### src/rtl/ps2_device_tx.sv
// ps2_device_tx: device-side PS/2 transmitter (mouse/keyboard emulation).
// Generates PS2CLK itself and sends 11-bit frames (start 0, 8 data bits LSB
// first, odd parity, stop 1) through open-drain pull-low enables. A host
// inhibit while the clock is released aborts the frame; the byte is kept and
// resent from the start bit once the bus has been idle again.
// Optional build macro PS2DEV_RETRY_LIMIT_EN: drop the byte and pulse FAIL on
// the third consecutive abort of the same byte.
module ps2_device_tx #(
    parameter int HALF_CYC = 2000,
    parameter int IDLE_CYC = 2500,
    parameter int RISE_CYC = 100
) (
    input  logic       CLK,
    input  logic       RST,
    input  logic [7:0] TX_DATA,
    input  logic       TX_VALID,
    output logic       TX_READY,
    output logic       TX_DONE,
    output logic       ABORT,
    output logic       FAIL,
    output logic       HOST_RTS,
    output logic       BUSY,
    input  logic       PS2CLK_IN,
    input  logic       PS2DATA_IN,
    output logic       PS2CLK_OE,
    output logic       PS2DATA_OE
);

    localparam int CNT_MAX = (HALF_CYC > IDLE_CYC) ? HALF_CYC : IDLE_CYC;
    localparam int CNT_W   = $clog2(CNT_MAX + 1);

    typedef enum logic [2:0] {
        ST_IDLE,
        ST_WAIT_BUS,
        ST_BIT_HIGH,
        ST_BIT_LOW,
        ST_DONE,
        ST_ABORT
    } state_t;

    state_t           state;
    logic [CNT_W-1:0] idle_cnt;
    logic [CNT_W-1:0] cyc_cnt;
    logic [3:0]       bit_idx;
    logic [10:0]      frame_sr;
    logic             accept;
    logic             clk_p0, clk_p1;
    logic             dat_p0, dat_p1;
`ifdef PS2DEV_RETRY_LIMIT_EN
    logic [1:0]       abort_cnt;
`endif

    // Odd parity: the parity bit makes the total count of ones odd.
    function automatic logic odd_parity(input logic [7:0] d);
        return ~^d;
    endfunction

    assign accept = (state == ST_IDLE) && TX_VALID && TX_READY;

    // Two-flop synchronisers for the pad inputs; the bus counts as busy until seen high.
    always_ff @(posedge CLK or negedge RST) begin
        if (!RST) begin
            clk_p0 <= 1'b0;
            clk_p1 <= 1'b0;
            dat_p0 <= 1'b0;
            dat_p1 <= 1'b0;
        end else begin
            clk_p0 <= PS2CLK_IN;
            clk_p1 <= clk_p0;
            dat_p0 <= PS2DATA_IN;
            dat_p1 <= dat_p0;
        end
    end

    // Host request-to-send: host holds data low while the clock is high.
    always_ff @(posedge CLK or negedge RST) begin
        if (!RST) HOST_RTS <= 1'b0;
        else      HOST_RTS <= clk_p1 & ~dat_p1;
    end

    // Frame image latched on accept; kept intact so an abort can resend it.
    always_ff @(posedge CLK) begin
        if (accept) frame_sr <= {1'b1, odd_parity(TX_DATA), TX_DATA, 1'b0};
    end

    // Transmit FSM: handshake, bus-idle wait, bit clocking, abort and completion.
    always_ff @(posedge CLK or negedge RST) begin
        if (!RST) begin
            state      <= ST_IDLE;
            idle_cnt   <= '0;
            cyc_cnt    <= '0;
            bit_idx    <= '0;
            PS2CLK_OE  <= 1'b0;
            PS2DATA_OE <= 1'b0;
            TX_READY   <= 1'b0;
            TX_DONE    <= 1'b0;
            ABORT      <= 1'b0;
            BUSY       <= 1'b0;
`ifdef PS2DEV_RETRY_LIMIT_EN
            FAIL       <= 1'b0;
            abort_cnt  <= '0;
`endif
        end else begin
            TX_DONE <= 1'b0;
            ABORT   <= 1'b0;
`ifdef PS2DEV_RETRY_LIMIT_EN
            FAIL    <= 1'b0;
`endif
            case (state)
                ST_IDLE: begin
                    if (accept) begin
                        TX_READY <= 1'b0;
                        BUSY     <= 1'b1;
                        idle_cnt <= '0;
                        state    <= ST_WAIT_BUS;
`ifdef PS2DEV_RETRY_LIMIT_EN
                        abort_cnt <= '0;
`endif
                    end else begin
                        TX_READY <= 1'b1;
                    end
                end
                ST_WAIT_BUS: begin
                    if (clk_p1 && dat_p1) begin
                        if (idle_cnt == CNT_W'(IDLE_CYC - 1)) begin
                            state      <= ST_BIT_HIGH;
                            bit_idx    <= '0;
                            cyc_cnt    <= '0;
                            PS2CLK_OE  <= 1'b0;
                            PS2DATA_OE <= ~frame_sr[0];
                        end else begin
                            idle_cnt <= idle_cnt + 1'b1;
                        end
                    end else begin
                        idle_cnt <= '0;
                    end
                end
                ST_BIT_HIGH: begin
                    // Clock low while we release it means the host is inhibiting;
                    // during the stop bit the frame already counts as delivered.
                    if ((cyc_cnt >= CNT_W'(RISE_CYC)) && !clk_p1 && (bit_idx <= 4'd9)) begin
                        PS2CLK_OE  <= 1'b0;
                        PS2DATA_OE <= 1'b0;
                        ABORT      <= 1'b1;
                        idle_cnt   <= '0;
                        state      <= ST_ABORT;
`ifdef PS2DEV_RETRY_LIMIT_EN
                        if (abort_cnt == 2'd2) begin
                            FAIL      <= 1'b1;
                            BUSY      <= 1'b0;
                            abort_cnt <= '0;
                        end else begin
                            abort_cnt <= abort_cnt + 1'b1;
                        end
`endif
                    end else if (cyc_cnt == CNT_W'(HALF_CYC - 1)) begin
                        cyc_cnt   <= '0;
                        PS2CLK_OE <= 1'b1;
                        state     <= ST_BIT_LOW;
                    end else begin
                        cyc_cnt <= cyc_cnt + 1'b1;
                    end
                end
                ST_BIT_LOW: begin
                    if (cyc_cnt == CNT_W'(HALF_CYC - 1)) begin
                        cyc_cnt   <= '0;
                        PS2CLK_OE <= 1'b0;
                        if (bit_idx == 4'd10) begin
                            PS2DATA_OE <= 1'b0;
                            TX_DONE    <= 1'b1;
                            BUSY       <= 1'b0;
                            state      <= ST_DONE;
`ifdef PS2DEV_RETRY_LIMIT_EN
                            abort_cnt  <= '0;
`endif
                        end else begin
                            bit_idx    <= bit_idx + 4'd1;
                            PS2DATA_OE <= ~frame_sr[bit_idx + 4'd1];
                            state      <= ST_BIT_HIGH;
                        end
                    end else begin
                        cyc_cnt <= cyc_cnt + 1'b1;
                    end
                end
                ST_DONE: begin
                    TX_READY <= 1'b1;
                    state    <= ST_IDLE;
                end
                ST_ABORT: begin
                    // BUSY is already clear here only when the byte was dropped.
                    if (BUSY) begin
                        state <= ST_WAIT_BUS;
                    end else begin
                        TX_READY <= 1'b1;
                        state    <= ST_IDLE;
                    end
                end
                default: state <= ST_IDLE;
            endcase
        end
    end

`ifndef PS2DEV_RETRY_LIMIT_EN
    assign FAIL = 1'b0;
`endif

endmodule

### config.mk
export PLATFORM = sky130hd
export DESIGN_NAME = ps2_device_tx
export DESIGN_NICKNAME = d
export VERILOG_FILES = /design/src/rtl/ps2_device_tx.sv
export SDC_FILE = /design/constraint.sdc
export NUM_CORES = 1
export LEC_CHECK = 0
export ABC_AREA = 0
export ABC_CLOCK_PERIOD_IN_PS = 3100
export CAP_MARGIN = 40
export CORE_MARGIN = 2
export CORE_UTILIZATION = 63
export DETAILED_ROUTE_END_ITERATION = 10
export HOLD_SLACK_MARGIN = 0.15
export PLACE_DENSITY = 0.85
export SLEW_MARGIN = 30
export SYNTH_ARGS = -nofsm -noshare
export SYNTH_HDL_FRONTEND = slang
export SYNTH_SLANG_ARGS = --single-unit
### constraint.sdc
create_clock -name CLK -period 3.1 [get_ports CLK]
set_clock_uncertainty 0.2 [all_clocks]
set_input_delay 0.62 -clock CLK [delete_from_list [all_inputs] [get_ports CLK]]
set_output_delay 0.62 -clock CLK [all_outputs]
set_load 0.05 [all_outputs]
# Word-level counts from Yosys, hierarchy flattened
# Index checks and enable logic that the tools add are counted.
word_totals:
  reg_bits: 51
  latchBits: 0
  ramBits: 0
  rom_bits: 0
  out_inout_bits: 8
  wordCells: 115
  n_memories: 0
op_classes:
  addsub: 3
  multipliers: 0
  n_div: 0
  order_cmp: 3
  eq_ne: 19
  shifts: 0
  muxes: 50
  bitwise: 3
  n_reduce_logical: 21
ops:
  columns: ["op", "n"]
  rows:
  - ["$mux W12", 8]
  - ["$pmux W12 S3", 2]
  - ["$add A12 B1 Y12 const B", 2]
  - ["$mux W1", 22]
  - ["$mux W3", 7]
  - ["$reduce_and A5 Y1", 4]
  - ["$ne A2 B2 Y1 const B", 9]
  - ["$mux W4", 4]
  - ["$pmux W3 S5", 1]
  - ["$eq A12 B11 Y1 const B", 1]
  - ["$eq A12 B12 Y1 const B", 1]
  - ["$ge A12 B7 Y1 const B", 1]
  - ["$reduce_and A4 Y1", 3]
  - ["$pmux W1 S3", 3]
  - ["$reduce_bool A3 Y1", 3]
  - ["$pmux W4 S2", 1]
  - ["$reduce_xnor A8 Y1", 1]
  - ["$eq A3 B2 Y1 const B", 2]
  - ["$eq A3 B3 Y1 const B", 2]
  - ["$ne A3 B3 Y1 const B", 2]
  - ["$logic_and A1 B1 Y1", 5]
  - ["$lt A4 B5 Y1 const B", 1]
  - ["$add A4 B1 Y4 const B", 1]
  - ["$bmux W1 S4", 1]
  - ["other kinds (10)", 12]

# Longest topological paths before layout
# Gate-level depths: netlist of run 1.
logic_depth:
  depth_word: 7
  ltp_mapped: 9

# Least setup slack after synthesis of run 1
# OpenSTA, ideal clock, no wires.
synth_path:
  kind: "reg2reg"
  startpoint: "register cyc_cnt[10]"
  endpoint: "register cyc_cnt[2]"
  arrival_ns: 1.780
  path_slack_ns: 0.989
  path_stages_with_launch: 8
  path_buffers: 1
  period_less_slack_ns: 2.111
  path_cell_list: "dfrtp_1 or4_1 nor3_2 or3_4 inv_2 buf_6 o31ai_4 o41ai_2"
synth_between:
  elab_chain_len: 5
  elab_cells_between_ends: 9
  classes_between: "order compare (1); eq/ne (2); mux (3); reduce/logical (3)"
synth_lines:
  columns: ["element", "line_no", "text"]
  rows:
  - ["from (decl)", "43", "logic [CNT_W-1:0] cyc_cnt;"]
  - ["from (signal assigned)", "161", "cyc_cnt <= cyc_cnt + 1'b1;"]
  - ["from (signal assigned)", "182", "cyc_cnt <= cyc_cnt + 1'b1;"]
  - ["$ge A12 B7 Y1", "141", "if ((cyc_cnt >= CNT_W'(RISE_CYC)) && !clk_p1 && (bit_idx <= 4'd9)) begin"]
  - ["$logic_and A1 B1 Y1 (2 in series)", "141", null]
  - ["$ne A2 B2 Y1 (no source line)", null, null]
  - ["$reduce_and A4 Y1 (no source line)", null, null]
# Several ways; a longest one is shown, not always the timed one. The select of a mux whose other input is x is not followed.
# A chain may end at the register's enable or synchronous reset.

# Worst setup path in the final report of run 1
layout_path:
  startpoint: "register idle_cnt[0]"
  endpoint: "register PS2CLK_OE"
layout_between:
  elab_chain_len: 3
layout_lines:
  columns: ["element", "line_no", "text"]
  rows:
  - ["from (decl)", "42", "logic [CNT_W-1:0] idle_cnt;"]
  - ["from (signal assigned)", "132", "idle_cnt <= idle_cnt + 1'b1;"]
  - ["$eq A12 B12 Y1", "125", "if (idle_cnt == CNT_W'(IDLE_CYC - 1)) begin"]
  - ["$ne A2 B2 Y1 (no source line)", null, null]
  - ["$reduce_and A5 Y1 (no source line)", null, null]
  - ["to (signal assigned)", "129", "PS2CLK_OE <= 1'b0;"]
  - ["to (signal assigned)", "142", "PS2CLK_OE <= 1'b0;"]
  - ["to (signal assigned)", "158", "PS2CLK_OE <= 1'b1;"]
  - ["to (decl)", "25", "output logic PS2CLK_OE,"]
# No other way between the ends.

==> results of run 1 <==
==> critical path: stages, from the launching register on <==
cell and delay, ns:
sky130_fd_sc_hd__dfrtp_1 0.40, sky130_fd_sc_hd__ha_1 0.24, sky130_fd_sc_hd__nor4b_1 0.32, sky130_fd_sc_hd__nand4_1 0.18, sky130_fd_sc_hd__o31a_1 0.46, sky130_fd_sc_hd__nor3_1 0.33
sky130_fd_sc_hd__o21ba_2 0.20
==> metal layers <==
metal,GRT usage,part of all wire,up-vias
met5,0,0,-
met2,0.405,0.49,62
met3,0.0499,0.043,7
met1,0.348,0.45,1071
li1,-,-,1056
met4,0.0860,0.011,0
==> worst paths after layout <==
check,startpoint,end,slack (ns),cells past startpoint
min in group asynchronous,RST,cyc_cnt[10]$_DFFE_PN0P_,0.57,2
max in group asynchronous,RST,bit_idx[0]$_DFFE_PN0P_,1.66,3
min,clk_p0$_DFF_PN0_,clk_p1$_DFF_PN0_,0.15,0
min reg2reg,clk_p0$_DFF_PN0_,clk_p1$_DFF_PN0_,0.15,0
max,idle_cnt[0]$_DFFE_PN0P_,PS2CLK_OE$_DFFE_PN0P_,0.65,6
max reg2reg,idle_cnt[0]$_DFFE_PN0P_,PS2CLK_OE$_DFFE_PN0P_,0.65,6
==> layout make-up <==
type / count / area, sq um
clock buffer: 7 / 96.3
clock inverter: 1 / 7.51
fill: 298 / 1190
inverter: 15 / 56.3
multi-input combinational: 195 / 1370
sequential: 51 / 1320
tap: 52 / 65.1
timing repair buffer: 22 / 223
==> cells by family (layout without fill, tap and decap cells) <==
group,after synthesis,in the layout,share of synthesized area
AOI/OAI and AO/OA,81,81,0.218
xor gates and xnor gates,9,9,0.0280
adders and majority gates,7,7,0.0311
buffers and inverters,29,45,0.0445
DFF,51,51,0.470
muxes,7,7,0.0298
other,1,1,0.00133
and+or+nand+nor,90,90,0.178
==> state kept, by name (all words and copies together), names as in the netlist, 3 cells and up <==
name,flops
frame_sr,9
bit_idx,4
state,3
idle_cnt,12
cyc_cnt,12
==> where the power goes <==
part / switching (W) / total (W) / leakage (nW) / internal, W
combinational: 0.0000278 / 0.0000558 / 0.655 / 0.0000280
clock: 0.000213 / 0.000416 / 0.0505 / 0.000203
sequential: 0.00000159 / 0.000687 / 0.570 / 0.000686
==> Yosys cell counts (2+ instances only) <==
library cell and n:
sky130_fd_sc_hd__nor3_1 5, sky130_fd_sc_hd__a21o_1 2, sky130_fd_sc_hd__clkbuf_1 8, sky130_fd_sc_hd__xnor2_1 7, sky130_fd_sc_hd__xor2_1 2, sky130_fd_sc_hd__nand2_1 15
sky130_fd_sc_hd__and2_1 5, sky130_fd_sc_hd__buf_2 4, sky130_fd_sc_hd__a31oi_1 10, sky130_fd_sc_hd__o211ai_1 2, sky130_fd_sc_hd__and3_1 8, sky130_fd_sc_hd__o41ai_1 2
sky130_fd_sc_hd__ha_1 7, sky130_fd_sc_hd__nor2b_1 6, sky130_fd_sc_hd__edfxtp_1 9, sky130_fd_sc_hd__o22ai_1 2, sky130_fd_sc_hd__o21ba_2 2, sky130_fd_sc_hd__nand3b_1 2
sky130_fd_sc_hd__a211oi_1 2, sky130_fd_sc_hd__nand3_1 11, sky130_fd_sc_hd__dfrtp_1 42, sky130_fd_sc_hd__mux2i_1 5, sky130_fd_sc_hd__o21ai_0 16, sky130_fd_sc_hd__nand2b_1 4
sky130_fd_sc_hd__inv_1 14, sky130_fd_sc_hd__o31a_1 2, sky130_fd_sc_hd__o31ai_1 24, sky130_fd_sc_hd__nand4_1 5, sky130_fd_sc_hd__a21oi_1 2, sky130_fd_sc_hd__nor2_1 19
==> metrics by stage <==
stage                     setup WS, ns  instances  area, sq um   util  hold WS (ns)
after CTS                        0.641        343         3140  0.725         0.158
after detailed placement         0.660        334         3020  0.699         0.137
after floorplan                  0.989        275         2810      -         0.124
after global routing             0.459        343         3140  0.725         0.172
final                            0.655        343         3140  0.725         0.155
after global placement           0.701        333         3000  0.694         0.135
==> summary by stage, run 1 <==
Clocking
The maximum buffer depth of the clock tree is 2. The H-tree was split into 2 levels. At the later pin of the worst-skew pair, clock insertion delay measures 0.30 ns. After clock tree synthesis, the clock-pin slew on the worst setup and hold paths is 0.09 ns.

The tree built by TritonCTS fans out to 51 sinks. The TritonCTS clock tree is built. The buffers inserted during post-CTS setup optimization is 0. The CTS buffer count is 5. Once the clock tree was built, the resizer swapped 0 gates to a different size. The cts-stage hold buffer count is 1. CTS placed an instance of sky130_fd_sc_hd__clkbuf_8 at the clock tree root.

STA
The minimum clock period after layout is 2.45 ns. The transition time at the pin with the least slew margin is 0.591 ns. Summed over all failing endpoints, the final setup total negative slack is 0 ns. The peak clock frequency supported by timing is 409 MHz. The final count of negative-setup-slack endpoints is 0. The worst pin sits at a relative slew slack of 0.606. The final-report max-slew violation count is 0. Of the available clock period, the critical path in the final layout requires 0.789.

The final count of hold timing violations is 0. Setup repair after global routing left no endpoint under its margin.

Yosys
The async set or reset register ratio after synthesis is 0.824. The post-synthesis cell type with the largest combined area is sky130_fd_sc_hd__dfrtp_1. The count of flip-flops with a built-in enable after synthesis is 9.

In this run, synthesis produced a sequential element count of 51. The top-area cell type share of the netlist area is 0.374. The sequential area share after synthesis is 0.470. The most common flop cell mapped by yosys is sky130_fd_sc_hd__dfrtp_1.

The distinct cell type count of the synthesized netlist is 61. Ranked by total cell area, the synthesized netlist is headed by sky130_fd_sc_hd__dfrtp_1 37%, sky130_fd_sc_hd__edfxtp_1 9.6%, sky130_fd_sc_hd__o31ai_1 6.4%. The mean post-synth cell area is 10.2 sq um. Synthesis handed over a netlist of 275 instances. The Yosys step of the flow raised 0 warnings.

In this run the cell area of the synthesized design comes to 2810 sq um. Synthesis produced a netlist with a net count of 295.

Critical path
The setup path with the least slack is of type flop to flop. Data arrives at the worst endpoint at 2.45 ns. Of all nets on the critical path, the largest fanout is 13. The kind of end point of the critical path is a flop. STA puts the critical path data required time at 3.10 ns. The type of element launching the critical path is a flop.

Die
The boundary pin count is 21. The chip width is 70.8 microns. The die covers 5010 sq um. The floorplan has 24 rows. The standard cell core area is 4320 sq um. The initial utilization of the core area, before any placement, comes to 0.650.

In this run the vertical extent of the chip is 70.8 microns.

Global route
The initial antenna violation count came to 0. The number of global-route vias before repair is 2186. The first-pass GRT wire length is 10100 microns. The total congestion overflow is 0. The pin count of the biggest net entering global routing is 26. The total routing resource utilization after global routing is 0.253.

Detailed routing
In the routed design, unresolved DRC markers number 0. After the first detailed-routing iteration, the DRC count stood at 202. Once detail routing completed, the nets flagged for antenna violations numbered 0. The via count is 2196.

The via count normalized by instance count is 6.40. The routed design has 5780 microns of wire. After detailed routing, the average wire length per cell comes to 16.8 microns. The first detailed-routing pass ran for 5 iterations.

Placed design
The final weighted congestion in routability-driven placement is 0.929. The number of buffers inserted by port buffering is 19. The HPWL after detailed placement is 4150 microns.

Layout
The most frequent standard cell in the layout excluding fill and tap cells is sky130_fd_sc_hd__dfrtp_1. Leaving out fill and tap cells, the most frequent cells in the layout are 42 x sky130_fd_sc_hd__dfrtp_1, 24 x sky130_fd_sc_hd__o31ai_1, 19 x sky130_fd_sc_hd__nor2_1, 18 x sky130_fd_sc_hd__clkdlybuf4s50_1, 16 x sky130_fd_sc_hd__o21ai_0. The number of nets in the layout is 310. Of the cells placed in the final design, the portion with a size suffix greater than 1 is 0.0825. Relative to the synthesized area, the layout overhead comes to 11.5%. The number of antenna cells inserted is 0.

Power
The cell area power density is 370 nW/um^2. The post-route total power is 0.00116 W. Summed over all cells, the static leakage comes to 1.27 nW. The worst voltage drop across the vdd grid is 0.000337 V.

Min path
The worst hold path belongs to the class flop to flop.

Run status
The flow ran to the end, and the final reports show no timing, DRC or antenna violations.

Job
The number of max-cap violations is 0.
No activity file was read; power rests on OpenSTA's default activity.
==> run 2: changes to the inputs <==
--- a/config.mk
+++ b/config.mk
@@ -6,13 +6,13 @@
 export NUM_CORES = 1
 export LEC_CHECK = 0
 export ABC_AREA = 0
-export ABC_CLOCK_PERIOD_IN_PS = 3100
+export ABC_CLOCK_PERIOD_IN_PS = 2200
 export CAP_MARGIN = 40
 export CORE_MARGIN = 2
-export CORE_UTILIZATION = 63
+export CORE_UTILIZATION = 53
 export DETAILED_ROUTE_END_ITERATION = 10
 export HOLD_SLACK_MARGIN = 0.15
-export PLACE_DENSITY = 0.85
+export PLACE_DENSITY = 0.76
 export SLEW_MARGIN = 30
 export SYNTH_ARGS = -nofsm -noshare
 export SYNTH_HDL_FRONTEND = slang
==> constraint.sdc (replaced) <==
create_clock -name CLK -period 2.2 [get_ports CLK]
set_clock_uncertainty 0.2 [all_clocks]
set_input_delay 0.44 -clock CLK [delete_from_list [all_inputs] [get_ports CLK]]
set_output_delay 0.44 -clock CLK [all_outputs]
set_load 0.05 [all_outputs]
==> run 2 against run 1 <==
The flow now finishes with violations (setup timing). Critical path depth shrank 1. Clock-buffer cell count grew 1. Final area grew 15%. Die area grew 18%. Core utilization shrank 1.6 points. Non-clock buffer count grew 45. Largest cell class unchanged.
==> summary by stage, run 2 (synthesized netlist as in run 1, its figures left out) <==
Global route
The met3 usage in global routing is 0.0424 (was 0.0499). The total congestion overflow is 0 (unchanged). The number of global-route vias before repair was 2371 (was 2186). The total routing resource utilization after global routing is 0.228 (was 0.253). The first-pass GRT wire length is 10800 microns (was 10100 microns). The layer with the highest usage after global routing is met2 (unchanged).

The initial antenna violation count is 0 (unchanged). The met2 track demand over resource came to 0.369 (was 0.405). The fraction of met1 tracks used by global routing is 0.308 (was 0.348). The pin count of the biggest net entering global routing was 31 (was 26).

Critical path
The family with the most delay on the worst path is simple AND/OR/NAND/NOR gates (unchanged). Cells along the critical path: buf_6 > or3_4 > nor4_4 > a22o_1 > mux2_4 (was ha_1 > nor4b_1 > nand4_1 > o31a_1 > nor3_1 > o21ba_2). The peak per-stage delay on the critical path was 0.40 ns (was 0.46 ns).

The required time of the critical path was 2.19 ns (was 3.10 ns). The category of the most critical setup path is flop to flop (unchanged). The peak fanout along the critical path is 5 (was 13). The type of element launching the critical path is a flop (unchanged). The count of buffering cells on the critical path with inverters included was 1 (was 0).

The data arrival time of the worst path came to 2.21 ns (was 2.45 ns). The cell at the slowest stage of the critical path is sky130_fd_sc_hd__dfrtp_1 (was sky130_fd_sc_hd__o31a_1). The kind of end point of the critical path is a flop (unchanged).

STA
The worst setup slack after layout is -0.0215 ns (was 0.655 ns). The final-report max-slew violation count is 0 (unchanged). The worst slew margin relative to its limit came to 0.554 (was 0.606). The final count of negative-setup-slack endpoints came to 2 (was 0). The minimum clock period after layout is 2.22 ns (was 2.45 ns). The total negative setup slack is -0.0342 ns (was 0 ns). The transition time at the pin with the least slew margin was 0.669 ns (was 0.591 ns).

Setup repair after global routing missed its margin: true (was false). The final count of hold timing violations was 0 (unchanged). The peak clock frequency supported by timing came to 450 MHz (was 409 MHz). The share of the clock period used by the worst path is 1.01 (was 0.789).

Clocking
The CTS buffer count is 5 (unchanged). The TritonCTS clock tree is built (unchanged). The root buffer cell is sky130_fd_sc_hd__clkbuf_8 (unchanged).

The clock net sink count is 51 (unchanged). The insertion delay to the later sink of the worst-skew pair came to 0.31 ns (was 0.30 ns). The level count of the clock H-tree came to 2 (unchanged). The maximum buffer depth of the clock tree is 2 (unchanged).

The clock-pin slew reported for the worst setup and hold paths after clock tree synthesis is 0.09 ns (about the same).

Layout
Commonest cells after routing, fill and taps aside: 45 x sky130_fd_sc_hd__buf_4, 41 x sky130_fd_sc_hd__dfrtp_1, 18 x sky130_fd_sc_hd__nor2_1, 16 x sky130_fd_sc_hd__o31ai_1, 16 x sky130_fd_sc_hd__clkdlybuf4s50_1 (was 42 x sky130_fd_sc_hd__dfrtp_1, 24 x sky130_fd_sc_hd__o31ai_1, 19 x sky130_fd_sc_hd__nor2_1, 18 x sky130_fd_sc_hd__clkdlybuf4s50_1, 16 x sky130_fd_sc_hd__o21ai_0). The area growth from synthesis to final layout is 28.7% (was 11.5%). The number of nets in the layout is 355 (was 310). The post-route cell area is 3620 sq um (was 3140 sq um). Top flop regs: cyc_cnt: 12 flops, idle_cnt: 12 flops, frame_sr: 9 flops (unchanged). The number of antenna cells inserted is 0 (unchanged). The share of post-route cells with drive strength above 1 is 0.262 (was 0.0825). The most frequent standard cell in the layout excluding fill and tap cells was sky130_fd_sc_hd__buf_4 (was sky130_fd_sc_hd__dfrtp_1).

Detailed routing
The via count normalized by instance count is 5.96 (was 6.40). The total wirelength of the detailed-routed design is 6540 microns (was 5780 microns). The iteration-0 DRC count of the detailed router is 254 (was 202). The via count is 2419 (was 2196). The average routed wire per standard cell came to 16.1 microns (was 16.8 microns). The final routed DRC violation total is 0 (unchanged). The antenna violation net count after detailed routing is 0 (unchanged). The length of the first detailed-routing pass in iterations is 5 (unchanged).

Power
The internal power summed over all cells is 0.00129 W (was 0.000917 W). The net switching power of the design is 0.000340 W (was 0.000242 W). The worst voltage drop across the vdd grid is 0.000360 V (was 0.000337 V). The combinational group share of total power is 0.048 (about the same). The cell area power density is 451 nW/um^2 (was 370 nW/um^2).

The clock power share is 0.359 (about the same). The portion of total power attributed to sequential cells came to 0.593 (about the same). The switching power share of the total came to 0.209 (about the same).

The static power due to leakage is 1.54 nW (was 1.27 nW).

Placed design
The final weighted congestion in routability-driven placement is 0.857 (was 0.929). The post-place setup slack is -0.0938 ns (was 0.660 ns). The instance area at placement is 3330 sq um (was 3020 sq um). The placed wire-length estimate is 4570 microns (was 4150 microns).

The number of buffers inserted by port buffering is 19 (unchanged).

Die
The effective utilization at floorplan is 0.551 (was 0.650). The boundary pin count is 21 (unchanged). The standard cell core area is 5110 sq um (was 4320 sq um). The total die area is 5910 sq um (was 5010 sq um). The chip width is 76.9 microns (was 70.8 microns).

The placement row count is 26 (was 24). The height of the die is 76.9 microns (was 70.8 microns).

Job
The number of max-cap violations was 0 (unchanged).

Run status
The checks that failed: setup timing. Status: complete, but fails checks (was completed).

Min path
The worst min-delay path category is flop to flop (unchanged).
-- run 2: cell types whose count changed in the layout (fill, tap and decap cells not counted), sizes merged --
cell | before | now
clkbuf | 7 | 8
buf | 3 | 50
clkinvlp | 1 | 0
clkdlybuf4s50 | 18 | 16
-- run 2: power by group through the flow --
stage | Clock, W | Combinational, W | Sequential [W]
after CTS | 0.000597 | 0.0000801 | 0.000968
final | 0.000586 | 0.0000785 | 0.000968
after global placement | 0 | 0.0000763 | 0.000987
after detailed placement | 0 | 0.0000775 | 0.000988
after floorplan | 0 | 0.0000286 | 0.000991
after global routing | 0.000635 | 0.0000869 | 0.000969
-- run 2: through the flow --
stage	instances	util	power (W)	hold slack, ns
6_report	406	0.709	0.00163	0.156
5_1_grt	406	0.709	0.00169	0.162
4_1_cts	402	0.676	0.00165	0.159
3_5_place_dp	393	0.653	0.00107	0.139
3_3_place_gp	393	0.653	0.00106	0.133
2_1_floorplan	275	-	0.00102	-0.0556
-- run 2: layout make-up --
type	instances	area, sq um
Clock buffer	8	100
Fill cell	375	1490
Inverter	15	63.8
Multi-Input combinational cell	195	1490
Sequential cell	51	1320
Tap cell	70	87.6
Timing Repair Buffer	67	558
-- run 2: worst paths after layout --
path,startpoint,to,slack (ns),cells past startpoint
setup / recovery,cyc_cnt[11]$_DFFE_PN0P_,bit_idx[3]$_DFFE_PN0P_,-0.02,5
hold / removal,clk_p0$_DFF_PN0_,clk_p1$_DFF_PN0_,0.16,0
setup reg to reg,cyc_cnt[11]$_DFFE_PN0P_,bit_idx[3]$_DFFE_PN0P_,-0.02,5
hold reg to reg,clk_p0$_DFF_PN0_,clk_p1$_DFF_PN0_,0.16,0
max in group asynchronous,RST,PS2CLK_OE$_DFFE_PN0P_,0.71,3
min in group asynchronous,RST,idle_cnt[6]$_DFFE_PN0P_,0.50,2
-- run 2: metal layers --
| metal | up-vias | share of wire |
|---|---|---|
| met5 | - | 0 |
| met4 | 0 | 0.011 |
| met3 | 9 | 0.043 |
| met2 | 61 | 0.50 |
| met1 | 1209 | 0.44 |
| li1 | 1140 | - |
-- run 2: timing repair --
item | CTS | global route
gates resized for setup | 1 | 35
hold endpoints to repair | 28 | 0
endpoints found under the setup margin | 14 | 32
hold buffers | 1 | 0
setup buffers | 0 | 4
pin swaps | 1 | 11
